[src/rtl/psm_carrier_sync_gen_if.sv]
// Control and carrier/sync bundle for psm_carrier_sync_gen.
// master drives run/load requests; slave (the generator) returns ack, carriers and sync pulses.
interface psm_carrier_sync_gen_if #(
  parameter int BITS_DATA = 16,
  parameter int CHANNELS  = 2
);
  logic                          iEN;
  logic [BITS_DATA-1:0]          iFREQUENCY;
  logic [CHANNELS*BITS_DATA-1:0] iPHASE;
  logic                          iLOAD;
  logic                          oLOAD_ack;
  logic [CHANNELS*BITS_DATA-1:0] oCNT;
  logic [CHANNELS-1:0]           oSYNC;

  modport master (
    output iEN, iFREQUENCY, iPHASE, iLOAD,
    input  oLOAD_ack, oCNT, oSYNC
  );

  modport slave (
    input  iEN, iFREQUENCY, iPHASE, iLOAD,
    output oLOAD_ack, oCNT, oSYNC
  );
endinterface

[src/rtl/psm_carrier_sync_gen.sv]
// Multi-channel phase-shifted carrier and sync generator with period-boundary double buffering.
// Define PSM_CARRIER_UPDOWN_EN for a triangular (up-down) carrier; default build is sawtooth.
module psm_carrier_sync_gen #(
  parameter int BITS_DATA = 16,
  parameter int CHANNELS  = 2
) (
  input  logic                  CLK,
  input  logic                  RST_n,
  psm_carrier_sync_gen_if.slave bus
);
`ifdef PSM_CARRIER_UPDOWN_EN
  localparam int MW = BITS_DATA + 1;
`else
  localparam int MW = BITS_DATA;
`endif
  localparam logic [MW-1:0] M_ONE = MW'(1);

  logic [MW-1:0]                 r_m;
  logic [BITS_DATA-1:0]          r_fa;
  logic [BITS_DATA-1:0]          r_pa [CHANNELS];
  logic                          r_pend;
  logic                          r_ack;
  logic [CHANNELS*BITS_DATA-1:0] r_cnt;
  logic [CHANNELS-1:0]           r_sync;

  logic                          w_idle;
  logic                          w_last;
  logic                          w_xfer;
  logic [CHANNELS*BITS_DATA-1:0] w_cnt;
  logic [CHANNELS-1:0]           w_sync;

  // Saturate a requested phase to the last position of a period of terminal count f.
  function automatic logic [BITS_DATA-1:0] f_clamp(input logic [BITS_DATA-1:0] p,
                                                   input logic [BITS_DATA-1:0] f);
`ifdef PSM_CARRIER_UPDOWN_EN
    logic [BITS_DATA:0] lim;
    lim = {f, 1'b0} - {{BITS_DATA{1'b0}}, 1'b1};
    if (f == '0) return '0;
    return ({1'b0, p} > lim) ? lim[BITS_DATA-1:0] : p;
`else
    return (p > f) ? f : p;
`endif
  endfunction

  // Phase-shifted position within the period; single conditional subtract suffices
  // because both m and the clamped phase are below one period.
  function automatic logic [MW-1:0] f_wrap(input logic [MW-1:0]        m,
                                           input logic [BITS_DATA-1:0] p,
                                           input logic [BITS_DATA-1:0] f);
`ifdef PSM_CARRIER_UPDOWN_EN
    logic [BITS_DATA+1:0] s;
    logic [BITS_DATA+1:0] per;
    per = {1'b0, f, 1'b0};
    s   = {1'b0, m} + {2'b00, p};
    if (s >= per) s = s - per;
    return s[MW-1:0];
`else
    logic [BITS_DATA:0] s;
    logic [BITS_DATA:0] wrap;
    wrap = {1'b0, f} + {{BITS_DATA{1'b0}}, 1'b1};
    s    = {1'b0, m} + {1'b0, p};
    if (s > {1'b0, f}) s = s - wrap;
    return s[MW-1:0];
`endif
  endfunction

`ifdef PSM_CARRIER_UPDOWN_EN
  function automatic logic [BITS_DATA-1:0] f_fold(input logic [MW-1:0]        v,
                                                  input logic [BITS_DATA-1:0] f);
    return (v <= {1'b0, f}) ? v[BITS_DATA-1:0] : BITS_DATA'({f, 1'b0} - v);
  endfunction
`endif

  assign w_idle = !bus.iEN || (r_fa == '0);
`ifdef PSM_CARRIER_UPDOWN_EN
  assign w_last = (r_m == ({r_fa, 1'b0} - M_ONE));
`else
  assign w_last = (r_m == r_fa);
`endif
  assign w_xfer = (r_pend || bus.iLOAD) && (w_idle || w_last);

  always_comb begin
    logic [MW-1:0] v;
    v      = '0;
    w_cnt  = '0;
    w_sync = '0;
    for (int k = 0; k < CHANNELS; k++) begin
      v = f_wrap(r_m, r_pa[k], r_fa);
`ifdef PSM_CARRIER_UPDOWN_EN
      w_cnt[k*BITS_DATA +: BITS_DATA] = f_fold(v, r_fa);
      w_sync[k] = (v == {1'b0, r_fa});
`else
      w_cnt[k*BITS_DATA +: BITS_DATA] = v;
      w_sync[k] = (v == r_fa);
`endif
    end
  end

  // Carrier outputs are taken from the pre-update position, so a transfer at the last
  // position still emits the final sample of the old period before m returns to 0.
  always_ff @(posedge CLK or negedge RST_n) begin
    if (!RST_n) begin
      r_m    <= '0;
      r_fa   <= '0;
      r_pend <= 1'b0;
      r_ack  <= 1'b0;
      r_cnt  <= '0;
      r_sync <= '0;
      for (int k = 0; k < CHANNELS; k++) r_pa[k] <= '0;
    end else begin
      r_ack  <= w_xfer;
      r_pend <= w_xfer ? 1'b0 : (r_pend | bus.iLOAD);
      if (w_xfer) begin
        r_fa <= bus.iFREQUENCY;
        for (int k = 0; k < CHANNELS; k++)
          r_pa[k] <= f_clamp(bus.iPHASE[k*BITS_DATA +: BITS_DATA], bus.iFREQUENCY);
      end
      if (w_idle) begin
        r_m    <= '0;
        r_cnt  <= '0;
        r_sync <= '0;
      end else begin
        r_m    <= w_last ? '0 : r_m + M_ONE;
        r_cnt  <= w_cnt;
        r_sync <= w_sync;
      end
    end
  end

  assign bus.oLOAD_ack = r_ack;
  assign bus.oCNT      = r_cnt;
  assign bus.oSYNC     = r_sync;
endmodule
[src/flat_wrapper.sv]
// flat-port wrapper written by rule: the top's interface ports become plain ports
module psm_carrier_sync_gen_flat 
#(
  parameter int BITS_DATA = 16,
  parameter int CHANNELS  = 2
)
  (CLK, RST_n, bus_iEN, bus_iFREQUENCY, bus_iPHASE, bus_iLOAD, bus_oLOAD_ack, bus_oCNT, bus_oSYNC);
  psm_carrier_sync_gen_if #(.BITS_DATA(BITS_DATA), .CHANNELS(CHANNELS)) bus_i ();
  input  logic CLK;
  input  logic RST_n;
  input wire logic [$bits(bus_i.iEN)-1:0] bus_iEN;
  input wire logic [$bits(bus_i.iFREQUENCY)-1:0] bus_iFREQUENCY;
  input wire logic [$bits(bus_i.iPHASE)-1:0] bus_iPHASE;
  input wire logic [$bits(bus_i.iLOAD)-1:0] bus_iLOAD;
  output wire logic [$bits(bus_i.oLOAD_ack)-1:0] bus_oLOAD_ack;
  output wire logic [$bits(bus_i.oCNT)-1:0] bus_oCNT;
  output wire logic [$bits(bus_i.oSYNC)-1:0] bus_oSYNC;
  assign bus_i.iEN = bus_iEN;
  assign bus_i.iFREQUENCY = bus_iFREQUENCY;
  assign bus_i.iPHASE = bus_iPHASE;
  assign bus_i.iLOAD = bus_iLOAD;
  assign bus_oLOAD_ack = bus_i.oLOAD_ack;
  assign bus_oCNT = bus_i.oCNT;
  assign bus_oSYNC = bus_i.oSYNC;
  psm_carrier_sync_gen #(.BITS_DATA(BITS_DATA), .CHANNELS(CHANNELS)) u_core (.CLK(CLK), .RST_n(RST_n), .bus(bus_i));
endmodule
[config.mk]
export PLATFORM = sky130hd
export DESIGN_NAME = psm_carrier_sync_gen_flat
export DESIGN_NICKNAME = d
export VERILOG_FILES = /design/src/rtl/psm_carrier_sync_gen_if.sv /design/src/rtl/psm_carrier_sync_gen.sv /design/src/flat_wrapper.sv
export SDC_FILE = /design/constraint.sdc
export NUM_CORES = 1
export LEC_CHECK = 0
export CAP_MARGIN = 20
export CORE_ASPECT_RATIO = 0.5
export CORE_MARGIN = 3
export CORE_UTILIZATION = 50
export CTS_BUF_LIST = sky130_fd_sc_hd__clkbuf_4 sky130_fd_sc_hd__clkbuf_8 sky130_fd_sc_hd__clkbuf_16
export DETAILED_ROUTE_END_ITERATION = 8
export DONT_BUFFER_PORTS = 1
export PLACE_DENSITY_LB_ADDON = 0.12
export SYNTH_ARGS = -nofsm -noshare
export SYNTH_HDL_FRONTEND = slang
export SYNTH_SLANG_ARGS = --single-unit
[constraint.sdc]
create_clock -name CLK -period 6.8 [get_ports CLK]
set_input_delay 2.04 -clock CLK [delete_from_list [all_inputs] [get_ports CLK]]
set_output_delay 2.04 -clock CLK [all_outputs]
set_load 0.02 [all_outputs]
# --- Word level (Yosys, flattened, before mapping) ---
# Index checks and enable logic that the tools add are counted.
# W data, S select, Z words.
word_totals:
  elab_cells: 37
  reg_bits: 100
  output_inout_bits: 35
classes:
  mux: 9
  magnitude_cmp: 4
  n_reduce_logical: 6
  n_eq_ne: 3
  bitwise: 1
  addsub: 6
op_table:
  columns: ["cell", "count"]
  rows:
  - ["$mux W16", 6]
  - ["$eq A16 B16 Y1", 3]
  - ["$add A16 B16 Y17", 2]
  - ["$gt A17 B16 Y1", 2]
  - ["$add A16 B1 Y16 const B", 2]
  - ["$gt A16 B16 Y1", 2]
  - ["$mux W32", 1]
  - ["$sub A16 B16 Y16", 2]
  - ["$logic_not A16 Y1", 1]
  - ["$logic_or A1 B1 Y1", 3]
  - ["$mux W2", 1]
  - ["$logic_and A1 B1 Y1", 1]
  - ["$logic_not A1 Y1", 1]
  - ["$mux W1", 1]
  - ["$or A1 B1 Y1", 1]

# --- Longest topological paths before layout ---
logic_depth:
  ltp_word: 5
  mapped_depth: 21
  depth_no_buf: 19

# --- Worst setup path after synthesis ---
# OpenSTA, ideal clock, no wires.
synth_timing:
  kind: "register to register"
  from: "reg u_core.r_m[0]"
  to: "reg u_core.r_sync[0] (netlist: u_core.bus.oSYNC[0])"
  arrival_time_ns: 4.403
  path_buffers: 1
  slack_ns: 2.265
  path_stages_with_launch: 18
  cell_sequence: "dfrtp_1 ha_1 fa_1 a211oi_1 or3_1 nand2_1 o311ai_0 ha_1 clkbuf_1 and4_1 and2_1 o31a_1 a31oi_1 or3b_2 mux2i_1 a211oi_1 a32oi_1 nor4_1"
synth_via:
  elab_chain_cells: 5
synth_lines:
  columns: ["element", "line_no", "text"]
  rows:
  - ["start, declared", "psm_carrier_sync_gen.sv:18", "logic [MW-1:0] r_m;"]
  - ["start signal, assigned", "psm_carrier_sync_gen.sv:123", "r_m <= w_last ? '0 : r_m + M_ONE;"]
  - ["$add A16 B16 Y17 *", "psm_carrier_sync_gen.sv:61", "s = {1'b0, m} + {1'b0, p};"]
  - ["$sub A16 B16 Y16 or $gt A17 B16 Y1 (tied branches)", "psm_carrier_sync_gen.sv:62", "if (s > {1'b0, f}) s = s - wrap;"]
  - ["$mux W16 *", "psm_carrier_sync_gen.sv:62", null]
  - ["$eq A16 B16 Y1 *", "psm_carrier_sync_gen.sv:94", "w_sync[k] = (v == r_fa);"]
  - ["$mux W2 *", "psm_carrier_sync_gen.sv:118", "if (w_idle) begin"]
  - ["end signal, assigned", "psm_carrier_sync_gen.sv:125", "r_sync <= w_sync;"]
  - ["end, declared", "psm_carrier_sync_gen.sv:24", "logic [CHANNELS-1:0] r_sync;"]
# Every way passes the cells marked *; elsewhere a longest branch is shown, timed or not.
# A chain may end at the register's enable or synchronous reset.

# --- Worst setup path in the final report ---
layout_timing:
  from: "reg u_core.r_m[0]"
  to: "reg u_core.r_sync[1] (netlist: u_core.bus.oSYNC[1])"
# Same word-level chain as after synthesis.

==> results by group <==
Timing
  – Slew @ Worst Pin: around 0.95 ns
  – Final WS setup: between 0.9 and 1 ns
  – Setup-failing EPs final: 0
  – Max_slew headroom: 0.364
  – Max Clock Skew: 0.0193 ns
  – RSZ-0062 raised after global routing: no
  – Final period util: 0.860
  – Min Clock Period, post-route: 5.84 ns
  – Hold Vio Cnt, Final: 0
  – Max Slew Vio Count: 0
  – Sum Neg Setup Slack: 0 ns
  – Fmax: between 150 and 200 MHz

Detailed routing
  – Drt initial violations: 1051
  – Avg WL per Cell: 23.9 microns
  – Aggregate routed wire length: approximately 35000 microns
  – Vias per inst: 6.59
  – Total number of vias: 9759
  – Post-route antenna net violation count: 0
  – # DRC: 0
  – TritonRoute pass-1 iters: 6

Floorplanning
  – Core area: 20000 sq um
  – Num rows: 36
  – Die Area: between 20000 and 25000 sq um
  – Die X: 210 microns
  – DIE HEIGHT: about 110 microns
  – Starting Density: 0.523
  – Total I/O pin count: 87

Clocking
  – Clock latency on the worst-skew pair: 0.39 ns
  – CTS tree: done
  – Clock slew at reported path FFs: approximately 0.09 ns
  – Root Driver: clkbuf_16
  – CTS buffer count: 9
  – Clock sink count: 100
  – Post-CTS Setup Bufs: 0
  – H-tree depth: 3
  – Hold_buf cts: 0
  – Cts repair resizes: 0
  – Deepest clock path buffer count: 2

Critical path
  – Critical-path cell list: ha_1, inv_1, fa_1, nor2b_1, o2111ai_2, a31oi_1, o21ai_0, and2_1, o211ai_1, ha_1, nand3_1, or2_2, a32o_1, a21oi_1, or2_1, mux2i_1, a221oi_1, and4_1, and4_1
  – Max stage delay cell, worst path: or2_1
  – Crit path buffers/inverters: 1
  – Worst-path maximum fanout: 26
  – Crit start category: register
  – Critical Path RT: 7.13 ns
  – Worst setup EP type: register
  – Top Family by Delay on Critical Path: simple AND/OR/NAND/NOR gates
  – Critical path type: reg -> reg
  – Worst path max stage delay: approximately 0.81 ns
  – Worst EP arrival: 6.17 ns

Job
  – MaxCap Viol Count: 0

Power and ir drop
  – Cell Pwr Density: 322 nW/um^2
  – Peak VDD IR: 0.141 mV
  – Static leakage power: 4.88 nW

Place
  – Number of port buffers: 0
  – Post-detail-place hpwl: 27700 microns
  – Cell Area, Placed: 10600 sq um
  – Dpl cells: 1464
  – Dpl ws: roughly 1.1 ns
  – Gpl congestion: approximately 1

Layout
  – Post-Layout Inst Area: 10900 sq um
  – Fillers: 1858
  – Final instance count without filler cells: 1480
  – Share of cells above drive strength 1: 0.0387
  – Ant diodes: 0
  – Synth-to-layout area growth: 4.52%
  – Nets@finish: 1394

Synthesis
  – Post-Synth Adder-Cell Area: 0.162
  – Avg Cell Area, Syn: 8.39 sq um
  – Largest family of logic cells by synthesized area: compound AO/OA/AOI/OAI gates
  – Synth Cell Area: around 10000 sq um
  – EDFF count, synth: 0
  – Simple-gate area share of the yosys netlist: 0.183
  – Multiplexer share of the synthesized area: 0.0451
  – Syn Nets: 1429
  – Ys Warns: 0
  – Synth Flop Type: dfrtp_1
  – Register area share after synthesis: 0.240
  – Post-synthesis compound-gate area fraction: 0.216
  – Synth Instances: 1244
  – Synthesized flop and latch total: 100
  – Post-Synth XOR/XNOR Area: 0.104
  – Asr flop ratio synth: 1.00
  – Yosys cell types: 84

GRT
  – Number of global-route vias before repair: 9145
  – Total GRT Usage: 0.317
  – Largest net degree at the start of global routing: 101
  – First-pass GRT wire length: 55000 microns
  – Initial antenna violation count: 0
  – GR Overflow Total: 0

Run status
  – Outcome: complete, no violations

Hold path
  – Worst Hold Class: reg -> reg
## final timing paths
kind	start	end	slack, ns	depth (start not counted)
setup reg to reg	u_core.r_m[0]	u_core.bus.oSYNC[1]	0.96	19
hold reg to reg	u_core.r_pa[24]	u_core.r_pa[24]	0.56	2
setup / recovery	u_core.r_m[0]	u_core.bus.oSYNC[1]	0.96	19
hold / removal	u_core.r_pa[24]	u_core.r_pa[24]	0.56	2
max in group asynchronous	RST_n	u_core.bus.oCNT[19]	5.30	0
min in group asynchronous	RST_n	u_core.r_m[12]	1.35	0
## where the power goes
group	total, mW	internal [mW]	leakage [nW]	switching (mW)
registers	0.948	0.718	1.23	0.230
logic	2.02	0.793	3.50	1.23
clock network	0.547	0.262	0.145	0.286
total	3.52	1.77	4.88	1.74
## synth_stat cells (7+ instances only)
master	number	area [sq um]
mux2i_1	43	430
nand2_1	80	300
or3_1	11	68.8
xor2_1	34	298
clkbuf_1	41	154
nor3_1	31	155
nor2b_1	11	68.8
xnor2_1	74	648
o21ai_0	51	255
nand3_1	36	180
o211ai_1	11	82.6
a211oi_1	24	180
buf_2	7	35.0
nand4_1	28	175
a21o_1	25	188
and3_1	9	56.3
a21oi_1	106	531
inv_1	71	267
a2111oi_0	7	61.3
a31oi_1	11	68.8
o311ai_0	8	70.1
o21a_1	11	82.6
ha_1	129	1610
nor2_1	120	450
nand2b_1	8	50.1
nor4_1	15	93.8
a211o_1	12	105
dfrtp_1	100	2500
and2_1	7	43.8
## layout make-up
| type | instances | area (sq um) | share of cell area |
|---|---|---|---|
| multi-input cells | 1015 | 7420 | 0.681 |
| flip-flops and latches | 100 | 2500 | 0.230 |
| well taps | 266 | 333 | 0.0305 |
| inverters | 75 | 282 | 0.0258 |
| clock buffers | 9 | 225 | 0.0207 |
| clock inverters | 7 | 80.1 | 0.00734 |
| repair buffers | 8 | 60.1 | 0.00551 |
## flip-flops by register name (all words and copies together) (netlist names)
| signal | cells |
|---|---|
| u_core.bus.oLOAD_ack | 1 |
| u_core.bus.oSYNC | 2 |
| u_core.r_pa | 32 |
| u_core.r_fa | 16 |
| u_core.bus.oCNT | 32 |
| u_core.r_m | 16 |
| u_core.r_pend | 1 |
## worst min-delay path, cell delays in order (launching register included)
cell     delay [ns]
dfrtp_1        0.36
nor2_1         0.06
a21oi_1        0.10
## cells by family after synthesis
logic type | Yosys count
xor+xnor | 114
mux | 46
flops | 100
compound gates | 332
simple gates | 390
fa+ha+maj | 133
buf+inv | 129
## routing by layer
layer  part of all wire  routed length [microns]  GRT usage  vias to the layer above
met5                  0                        0          0                        -
met4              0.023                      811     0.0855                        0
met3               0.11                     3960     0.0826                       57
met2               0.39                    13800      0.445                      507
met1               0.47                    16800      0.476                     4695
li1                   -                        -          -                     4500
## layout by cell type, fill, tap and decap left out, drive strengths merged, types with 6 or more instances in the layout
cell     Yosys  routed
nand4       28      28
and3         9       9
a211oi      25      25
and2         7       7
o311ai      10      10
nor2       121     121
nand3       36      36
clkinv       3       7
ha         129     129
dfrtp      100     100
a31oi       11      11
inv         72      74
nand2b       8       8
xnor3        6       6
o211ai      12      12
o2111a       6       6
nor3        31      31
o21a        11      11
a211o       12      12
o21ai       51      51
nor4        15      15
a21o        25      25
or2          7       7
nor3b        6       6
or3         11      11
xnor2       74      74
xor2        34      34
clkbuf      41       9
o221ai       6       6
a2111oi      7       7
buf         13       8
a21oi      106     106
nor2b       11      11
mux2i       44      44
nand2       81      81
## per-stage QoR
| step | util | hold slack (ns) | power [mW] |
|---|---|---|---|
| after global placement | 0.531 | 0.523 | 2.88 |
| after CTS | 0.546 | 0.562 | 3.46 |
| final | 0.546 | 0.561 | 3.52 |
| after global routing | 0.546 | 0.600 | 3.76 |
| after floorplan | - | 0.447 | 2.41 |
| after detailed placement | 0.531 | 0.536 | 2.90 |
Power figures use the tool's default switching activity.
